File: config.mk
export PLATFORM = sky130hd
export DESIGN_NAME = tri_fill_scheduler
export DESIGN_NICKNAME = d
export VERILOG_FILES = /design/src/rtl/tri_fill_scheduler.sv
export SDC_FILE = /design/constraint.sdc
export NUM_CORES = 1
export LEC_CHECK = 0
export CORE_AREA = 5 5 162 164
export DETAILED_ROUTE_END_ITERATION = 6
export DIE_AREA = 0 0 167 169
export PLACE_DENSITY = 0.74
export SKIP_CTS_REPAIR_TIMING = 1
export SYNTH_ARGS = -nofsm -noshare
export SYNTH_HDL_FRONTEND = slang
export SYNTH_SLANG_ARGS = --single-unit
File: constraint.sdc
create_clock -name clk -period 2.3 [get_ports clk]
set_clock_uncertainty 0.2 [all_clocks]
set_input_delay 0.575 -clock clk [delete_from_list [all_inputs] [get_ports clk]]
set_output_delay 0.575 -clock clk [all_outputs]
set_load 0.01 [all_outputs]
File: src/rtl/tri_fill_scheduler.sv
// tri_fill_scheduler: command-side controller for the triangle filler.
// Round-robin accepts draw commands from two requesters, runs one filler
// pass per command, forwards the pixel stream and reports completion.
// Ports:
//   clk, reset                 clock, synchronous active-high reset
//   req_valid/req_ready        per-requester command handshake (ready one-hot)
//   req_v0..req_v2             packed vertices, requester i at [i*W +: W]
//   fill_start, fill_v0..v3    filler control and vertices (v3 tied to 0)
//   fill_x/y/valid/ready/done  filler pixel stream and completion level
//   pix_x/y/valid/ready        forwarded pixel stream to framebuffer writer
//   cmp_valid/id/count/err     per-triangle completion report
//   busy                       high whenever not idle
module tri_fill_scheduler #(
    parameter int VERTEX_DATA_WIDTH = 32,
    parameter int PIXEL_ADDR_WIDTH  = 16,
    parameter int COUNT_WIDTH       = 20,
    parameter int TIMEOUT_CYCLES    = 4096
) (
    input  logic                           clk,
    input  logic                           reset,
    input  logic [1:0]                     req_valid,
    output logic [1:0]                     req_ready,
    input  logic [2*VERTEX_DATA_WIDTH-1:0] req_v0,
    input  logic [2*VERTEX_DATA_WIDTH-1:0] req_v1,
    input  logic [2*VERTEX_DATA_WIDTH-1:0] req_v2,
    output logic                           fill_start,
    output logic [VERTEX_DATA_WIDTH-1:0]   fill_v0,
    output logic [VERTEX_DATA_WIDTH-1:0]   fill_v1,
    output logic [VERTEX_DATA_WIDTH-1:0]   fill_v2,
    output logic [VERTEX_DATA_WIDTH-1:0]   fill_v3,
    output logic                           fill_ready,
    input  logic [PIXEL_ADDR_WIDTH-1:0]    fill_x,
    input  logic [PIXEL_ADDR_WIDTH-1:0]    fill_y,
    input  logic                           fill_valid,
    input  logic                           fill_done,
    output logic [PIXEL_ADDR_WIDTH-1:0]    pix_x,
    output logic [PIXEL_ADDR_WIDTH-1:0]    pix_y,
    output logic                           pix_valid,
    input  logic                           pix_ready,
    output logic                           cmp_valid,
    output logic                           cmp_id,
    output logic [COUNT_WIDTH-1:0]         cmp_count,
    output logic                           cmp_err,
    output logic                           busy
);

    localparam int VW   = VERTEX_DATA_WIDTH;
    localparam int WD_W = (TIMEOUT_CYCLES > 1) ? $clog2(TIMEOUT_CYCLES) : 1;
    localparam logic [WD_W-1:0]        WD_LAST = WD_W'(TIMEOUT_CYCLES - 1);
    localparam logic [COUNT_WIDTH-1:0] CNT_MAX = '1;

    typedef enum logic [1:0] {
        S_IDLE,
        S_RUN,
        S_REL,
        S_DONE
    } state_t;

    state_t                 state_q, state_d;
    logic                   last_q, last_d;
    logic [VW-1:0]          v0_q, v0_d, v1_q, v1_d, v2_q, v2_d;
    logic                   id_q, id_d;
    logic [COUNT_WIDTH-1:0] cnt_q, cnt_d;
    logic [WD_W-1:0]        wd_q, wd_d;
    logic                   err_q, err_d;
    logic                   cid_q, cid_d;
    logic [COUNT_WIDTH-1:0] ccnt_q, ccnt_d;
    logic                   cerr_q, cerr_d;
    logic                   gidx;
    logic                   xfer;

    always_comb begin
        state_d    = state_q;
        last_d     = last_q;
        v0_d       = v0_q;
        v1_d       = v1_q;
        v2_d       = v2_q;
        id_d       = id_q;
        cnt_d      = cnt_q;
        wd_d       = wd_q;
        err_d      = err_q;
        cid_d      = cid_q;
        ccnt_d     = ccnt_q;
        cerr_d     = cerr_q;
        gidx       = 1'b0;
        xfer       = 1'b0;
        req_ready  = 2'b00;
        fill_start = 1'b0;
        fill_ready = 1'b0;
        pix_valid  = 1'b0;
        pix_x      = '0;
        pix_y      = '0;
        unique case (state_q)
            S_IDLE: begin
                if (|req_valid) begin
                    // last_q holds the previous winner; on contention the other side wins
                    gidx      = (&req_valid) ? ~last_q : req_valid[1];
                    // no accept can be signalled while reset is being applied
                    req_ready = reset ? 2'b00 : (2'b01 << gidx);
                    v0_d      = gidx ? req_v0[2*VW-1:VW] : req_v0[VW-1:0];
                    v1_d      = gidx ? req_v1[2*VW-1:VW] : req_v1[VW-1:0];
                    v2_d      = gidx ? req_v2[2*VW-1:VW] : req_v2[VW-1:0];
                    id_d      = gidx;
                    last_d    = gidx;
                    cnt_d     = '0;
                    wd_d      = '0;
                    err_d     = 1'b0;
                    state_d   = S_RUN;
                end
            end
            S_RUN: begin
                fill_start = 1'b1;
                fill_ready = pix_ready;
                pix_valid  = fill_valid;
                pix_x      = fill_x;
                pix_y      = fill_y;
                xfer       = fill_valid & pix_ready;
                if (xfer && cnt_q != CNT_MAX) begin
                    cnt_d = cnt_q + 1'b1;
                end
                // a downstream stall is not filler misbehaviour
                if (xfer || !pix_ready) begin
                    wd_d = '0;
                end else begin
                    wd_d = wd_q + 1'b1;
                end
                if (fill_done) begin
                    err_d   = 1'b0;
                    state_d = S_REL;
                end else if (!xfer && pix_ready && wd_q == WD_LAST) begin
                    err_d   = 1'b1;
                    state_d = S_REL;
                end
            end
            S_REL: begin
                if (!fill_done) begin
                    cid_d   = id_q;
                    ccnt_d  = cnt_q;
                    cerr_d  = err_q;
                    state_d = S_DONE;
                end
            end
            S_DONE: begin
                state_d = S_IDLE;
            end
            default: begin
                state_d = S_IDLE;
            end
        endcase
    end

    always_ff @(posedge clk) begin
        if (reset) begin
            state_q <= S_IDLE;
            last_q  <= 1'b1;
            v0_q    <= '0;
            v1_q    <= '0;
            v2_q    <= '0;
            id_q    <= 1'b0;
            cnt_q   <= '0;
            wd_q    <= '0;
            err_q   <= 1'b0;
            cid_q   <= 1'b0;
            ccnt_q  <= '0;
            cerr_q  <= 1'b0;
        end else begin
            state_q <= state_d;
            last_q  <= last_d;
            v0_q    <= v0_d;
            v1_q    <= v1_d;
            v2_q    <= v2_d;
            id_q    <= id_d;
            cnt_q   <= cnt_d;
            wd_q    <= wd_d;
            err_q   <= err_d;
            cid_q   <= cid_d;
            ccnt_q  <= ccnt_d;
            cerr_q  <= cerr_d;
        end
    end

    assign fill_v0   = v0_q;
    assign fill_v1   = v1_q;
    assign fill_v2   = v2_q;
    assign fill_v3   = '0;
    assign cmp_valid = (state_q == S_DONE);
    assign cmp_id    = cid_q;
    assign cmp_count = ccnt_q;
    assign cmp_err   = cerr_q;
    assign busy      = (state_q != S_IDLE);

endmodule

==> impl_metrics.prom <==
# TYPE chip_impl_metric gauge
chip_impl_metric{name="num-nets-final",unit=""} 1479
chip_impl_info{name="worst_r2r_startpoint",value="state_q[0]$_SDFFE_PP0P_"} 1
chip_impl_metric{name="min_period",unit="ns"} 2.36
chip_impl_metric{name="h-tree-depth",unit=""} 4
chip_impl_info{name="end_of_the_worst_register_to_register_path",value="cnt_q[16]$_SDFFE_PP0P_"} 1
chip_impl_metric{name="final_util",unit="%"} 50.1
chip_impl_metric{name="yosys.cell_types.count",unit=""} 51
chip_impl_info{name="critPathCaptureType",value="output port"} 1
chip_impl_metric{name="timing_worst_slew_pin_value",unit="ns"} 0.616
chip_impl_metric{name="synth.mux.area_fraction",unit="%"} 13.5
chip_impl_info{name="status",value="finished with violations"} 1
chip_impl_metric{name="worst_setup_hold_path_clk_slew",unit="ns"} 0.07
chip_impl_metric{name="final_cycle_share",unit="%"} 102
chip_impl_metric{name="cts-root-to-sink-buffers",unit=""} 2
chip_impl_metric{name="drc",unit=""} 0
chip_impl_info{name="clockRootBuffer",value="sky130_fd_sc_hd__clkbuf_16"} 1
chip_impl_info{name="layout_commonest_cell",value="sky130_fd_sc_hd__clkdlybuf4s50_1"} 1
chip_impl_metric{name="finalWirelength",unit="um"} 26300
chip_impl_metric{name="antenna_found_initial",unit=""} 0
chip_impl_metric{name="dr.first_iter.drc_count",unit=""} 365
chip_impl_metric{name="post_synth_fa_ha_maj_area_fraction",unit="%"} 1.01
chip_impl_metric{name="synthesis.instances",unit=""} 846
chip_impl_metric{name="core_area",unit="sq mm"} 0.0247
chip_impl_metric{name="max_slew_margin",unit="%"} 59.0
chip_impl_metric{name="yosys_warnings",unit=""} 0
chip_impl_metric{name="cap_viol_max_count",unit=""} 0
chip_impl_metric{name="p_switching",unit="uW"} 4370
chip_impl_metric{name="synth_xor_xnor_area_share",unit="%"} 1.06
chip_impl_metric{name="ff2ff_setup_slack",unit="ns"} 0.11
chip_impl_metric{name="buffer_ports.inserted",unit=""} 387
chip_impl_metric{name="power.density",unit="mW/mm^2"} 984
chip_impl_info{name="rsz0062_at_grt",value="true"} 1
chip_impl_metric{name="starting_utilization_of_the_core_area",unit="%"} 30.0
chip_impl_metric{name="cts.sink_count",unit=""} 155
chip_impl_metric{name="num_rows",unit=""} 58
chip_impl_metric{name="yosysSeqAreaShare",unit="%"} 41.8
chip_impl_metric{name="detailroute.via_count",unit=""} 7396
chip_impl_metric{name="grt_util_all_layers",unit="%"} 17.2
chip_impl_metric{name="fp.dieW",unit="um"} 167
chip_impl_metric{name="synth_simple_gate_area_share",unit="%"} 18.6
chip_impl_metric{name="clk-insertion-delay-late",unit="ns"} 0.41
chip_impl_metric{name="setup_viol_count_final",unit=""} 1
chip_impl_metric{name="layout_setup_ws",unit="ns"} -0.0574
chip_impl_info{name="hold_path.startpoint",value="cmp_count[12]$_SDFFE_PP0P_"} 1
chip_impl_metric{name="drt_pre_antenna_iters",unit=""} 4
chip_impl_metric{name="post_synth_instance_area",unit="sq mm"} 0.00742
chip_impl_metric{name="worstPathRequired",unit="ns"} 1.52
chip_impl_metric{name="place.detailed.hpwl",unit="um"} 20600
chip_impl_info{name="synthFlopType",value="sky130_fd_sc_hd__dfxtp_1"} 1
chip_impl_info{name="hold_wc_path_type",value="flip-flop to flip-flop"} 1
chip_impl_metric{name="power.static_leakage",unit="uW"} 0.00503
chip_impl_metric{name="die_height",unit="um"} 169
chip_impl_metric{name="hold_fails_final_rpt",unit=""} 0
chip_impl_metric{name="fp.dieArea",unit="sq mm"} 0.0282
chip_impl_info{name="largest_family_of_logic_cells_by_synthesized_area",value="simple AND/OR/NAND/NOR gates"} 1
chip_impl_metric{name="achievable_frequency",unit="GHz"} 0.424
chip_impl_metric{name="ir_drop_worst_case_vdd",unit="mV"} 0.456
chip_impl_metric{name="globalplace.congestion",unit=""} 0.858
chip_impl_metric{name="cp_max_fo",unit=""} 7
chip_impl_metric{name="async_flop_share",unit="%"} 0
chip_impl_metric{name="route.detailed.wl_per_inst",unit="um"} 16.6
chip_impl_metric{name="power.combinational.fraction",unit="%"} 46.1
chip_impl_info{name="synth.area.top_cells",value="sky130_fd_sc_hd__dfxtp_1 42%, sky130_fd_sc_hd__mux2i_1 13%, sky130_fd_sc_hd__a211oi_1 9.8%"} 1
chip_impl_info{name="tritoncts_clock_tree",value="built"} 1
chip_impl_metric{name="via_per_instance_ratio",unit=""} 4.67
chip_impl_metric{name="reg2reg_depth",unit=""} 8
chip_impl_info{name="synth.largest_area_cell",value="sky130_fd_sc_hd__dfxtp_1"} 1
chip_impl_metric{name="grt.overflow.total",unit=""} 0
chip_impl_info{name="critPathLaunchType",value="flip-flop"} 1
chip_impl_metric{name="synthesis.area_per_instance",unit="sq um"} 8.77
chip_impl_metric{name="antenna_cells_inserted",unit=""} 0
chip_impl_info{name="critical_setup_path_class",value="flip-flop to output port"} 1
chip_impl_metric{name="synth_edf_count",unit=""} 0
chip_impl_info{name="layout_common_cells",value="345 x sky130_fd_sc_hd__clkdlybuf4s50_1, 153 x sky130_fd_sc_hd__dfxtp_1, 116 x sky130_fd_sc_hd__nor2_1, 98 x sky130_fd_sc_hd__mux2i_1, 97 x sky130_fd_sc_hd__a211oi_1"} 1
chip_impl_metric{name="holdPathStages",unit=""} 2
chip_impl_metric{name="synth-compound-area-share",unit="%"} 16.6
chip_impl_metric{name="seq_power_share",unit="%"} 30.0
chip_impl_metric{name="grt_start_max_net_pins",unit=""} 56
chip_impl_metric{name="grt_first_pass_wirelength",unit="um"} 38800
chip_impl_metric{name="synthDominantCellAreaShare",unit="%"} 41.8
chip_impl_metric{name="first_global_vias",unit=""} 7133
chip_impl_metric{name="cp_data_arrival_time",unit="ns"} 1.58
chip_impl_metric{name="num_cts_buffers",unit=""} 17
chip_impl_metric{name="area_growth",unit="%"} 67.2
chip_impl_metric{name="ports",unit=""} 420
chip_impl_metric{name="final.hold.worst_slack",unit="ns"} 0.253
chip_impl_metric{name="synth.ff_latch_count",unit=""} 155
chip_impl_metric{name="final_max_slew_viol_count",unit=""} 0
chip_impl_metric{name="swShare",unit="%"} 35.8
chip_impl_metric{name="final_antenna_net_count",unit=""} 0
chip_impl_info{name="violated_checks",value="setup timing"} 1
chip_impl_info{name="end_of_the_worst_hold_path",value="cmp_count[12]$_SDFFE_PP0P_"} 1
chip_impl_metric{name="layout-drive-gt1-share",unit="%"} 11.0
chip_impl_metric{name="power.share.clock",unit="%"} 23.9
chip_impl_metric{name="power.internal",unit="uW"} 7840
==> state kept, by name, summed over array words and instances (netlist names) <==
signal	cells
last_q	1
cmp_err	1
state_q	2
fill_v0	32
cnt_q	20
wd_q	12
err_q	1
cmp_id	1
fill_v1	32
id_q	1
cmp_count	20
fill_v2	32
==> worst max-delay path by stage <==
stage,start,to,cells past startpoint
after global placement,req_valid[0],req_ready[0],4
after floorplan,req_valid[1],req_ready[0],5
final,state_q[0]$_SDFFE_PP0P_,req_ready[0],5
after detailed placement,req_valid[1],req_ready[1],4
after CTS,state_q[0]$_SDFFE_PP0P_,req_ready[0],5
after global routing,state_q[0]$_SDFFE_PP0P_,req_ready[0],5
==> worst max-delay path: stages, from the launching register on <==
cell and delay, ns:
sky130_fd_sc_hd__dfxtp_2 0.35, sky130_fd_sc_hd__inv_1 0.09, sky130_fd_sc_hd__ha_2 0.25, sky130_fd_sc_hd__o21ai_1 0.14, sky130_fd_sc_hd__nor3_2 0.18, sky130_fd_sc_hd__clkbuf_2 0.15
==> cell type report <==
class	instances	area, sq um
fillers	2313	12300
repair buffers	441	4310
multi-input cells	618	3940
flip-flops and latches	155	3110
clock buffers	18	429
well taps	330	413
clock inverters	14	180
inverters	9	33.8
==> cells in the mapped netlist, types with 7 or more instances <==
library cell / n
sky130_fd_sc_hd__nor3_1: 7
sky130_fd_sc_hd__a21oi_1: 37
sky130_fd_sc_hd__clkbuf_1: 40
sky130_fd_sc_hd__mux2i_1: 98
sky130_fd_sc_hd__and2_1: 33
sky130_fd_sc_hd__nand2_1: 78
sky130_fd_sc_hd__o21ai_0: 8
sky130_fd_sc_hd__buf_4: 36
sky130_fd_sc_hd__a211oi_1: 97
sky130_fd_sc_hd__dfxtp_1: 155
sky130_fd_sc_hd__nand4_1: 14
sky130_fd_sc_hd__nor2_1: 117
sky130_fd_sc_hd__nand3_1: 9
sky130_fd_sc_hd__inv_1: 9
sky130_fd_sc_hd__and3_1: 10
sky130_fd_sc_hd__buf_2: 15
sky130_fd_sc_hd__a31oi_1: 13
==> power by group through the flow <==
| stage | clock [uW] | sequential [uW] | combinational, uW |
|---|---|---|---|
| global placement | 0 | 3680 | 5510 |
| finish | 2910 | 3660 | 5640 |
| CTS | 2980 | 3650 | 5600 |
| floorplan | 0 | 3930 | 2430 |
| detailed placement | 0 | 3710 | 5580 |
| global route | 3090 | 3740 | 6120 |
==> kinds of logic (layout without fill, tap and decap cells) <==
logic type | after synthesis | after routing
muxes | 100 | 100
xor gates and xnor gates | 9 | 9
and+or+nand+nor | 295 | 295
other | 1 | 32
adders and majority gates | 6 | 6
AOI/OAI and AO/OA | 176 | 176
buffers and inverters | 104 | 482
DFF | 155 | 155
==> per-layer routing <==
metal | up-vias | global-route usage (%) | part of all wire, %
met5 | - | 0 | 0
met1 | 3396 | 20.6 | 41
met2 | 239 | 30.1 | 51
met4 | 0 | 5.05 | 1.7
li1 | 3734 | - | -
met3 | 27 | 4.86 | 6.6
==> stage by stage <==
stage | worst slack, ns | instances | cell area (sq um) | TNS [ns] | total power (uW)
2_1_floorplan | 0.0388 | 877 | 7540 | 0 | 6360
6_report | -0.0574 | 1585 | 12400 | -0.0574 | 12200
3_3_place_gp | -0.479 | 1546 | 11800 | -52.68 | 9190
3_5_place_dp | -0.504 | 1546 | 11800 | -57.48 | 9290
4_1_cts | -0.538 | 1578 | 12400 | -16.87 | 12200
5_1_grt | -0.155 | 1585 | 12400 | -0.813 | 12900
Power figures use the tool's default switching activity.
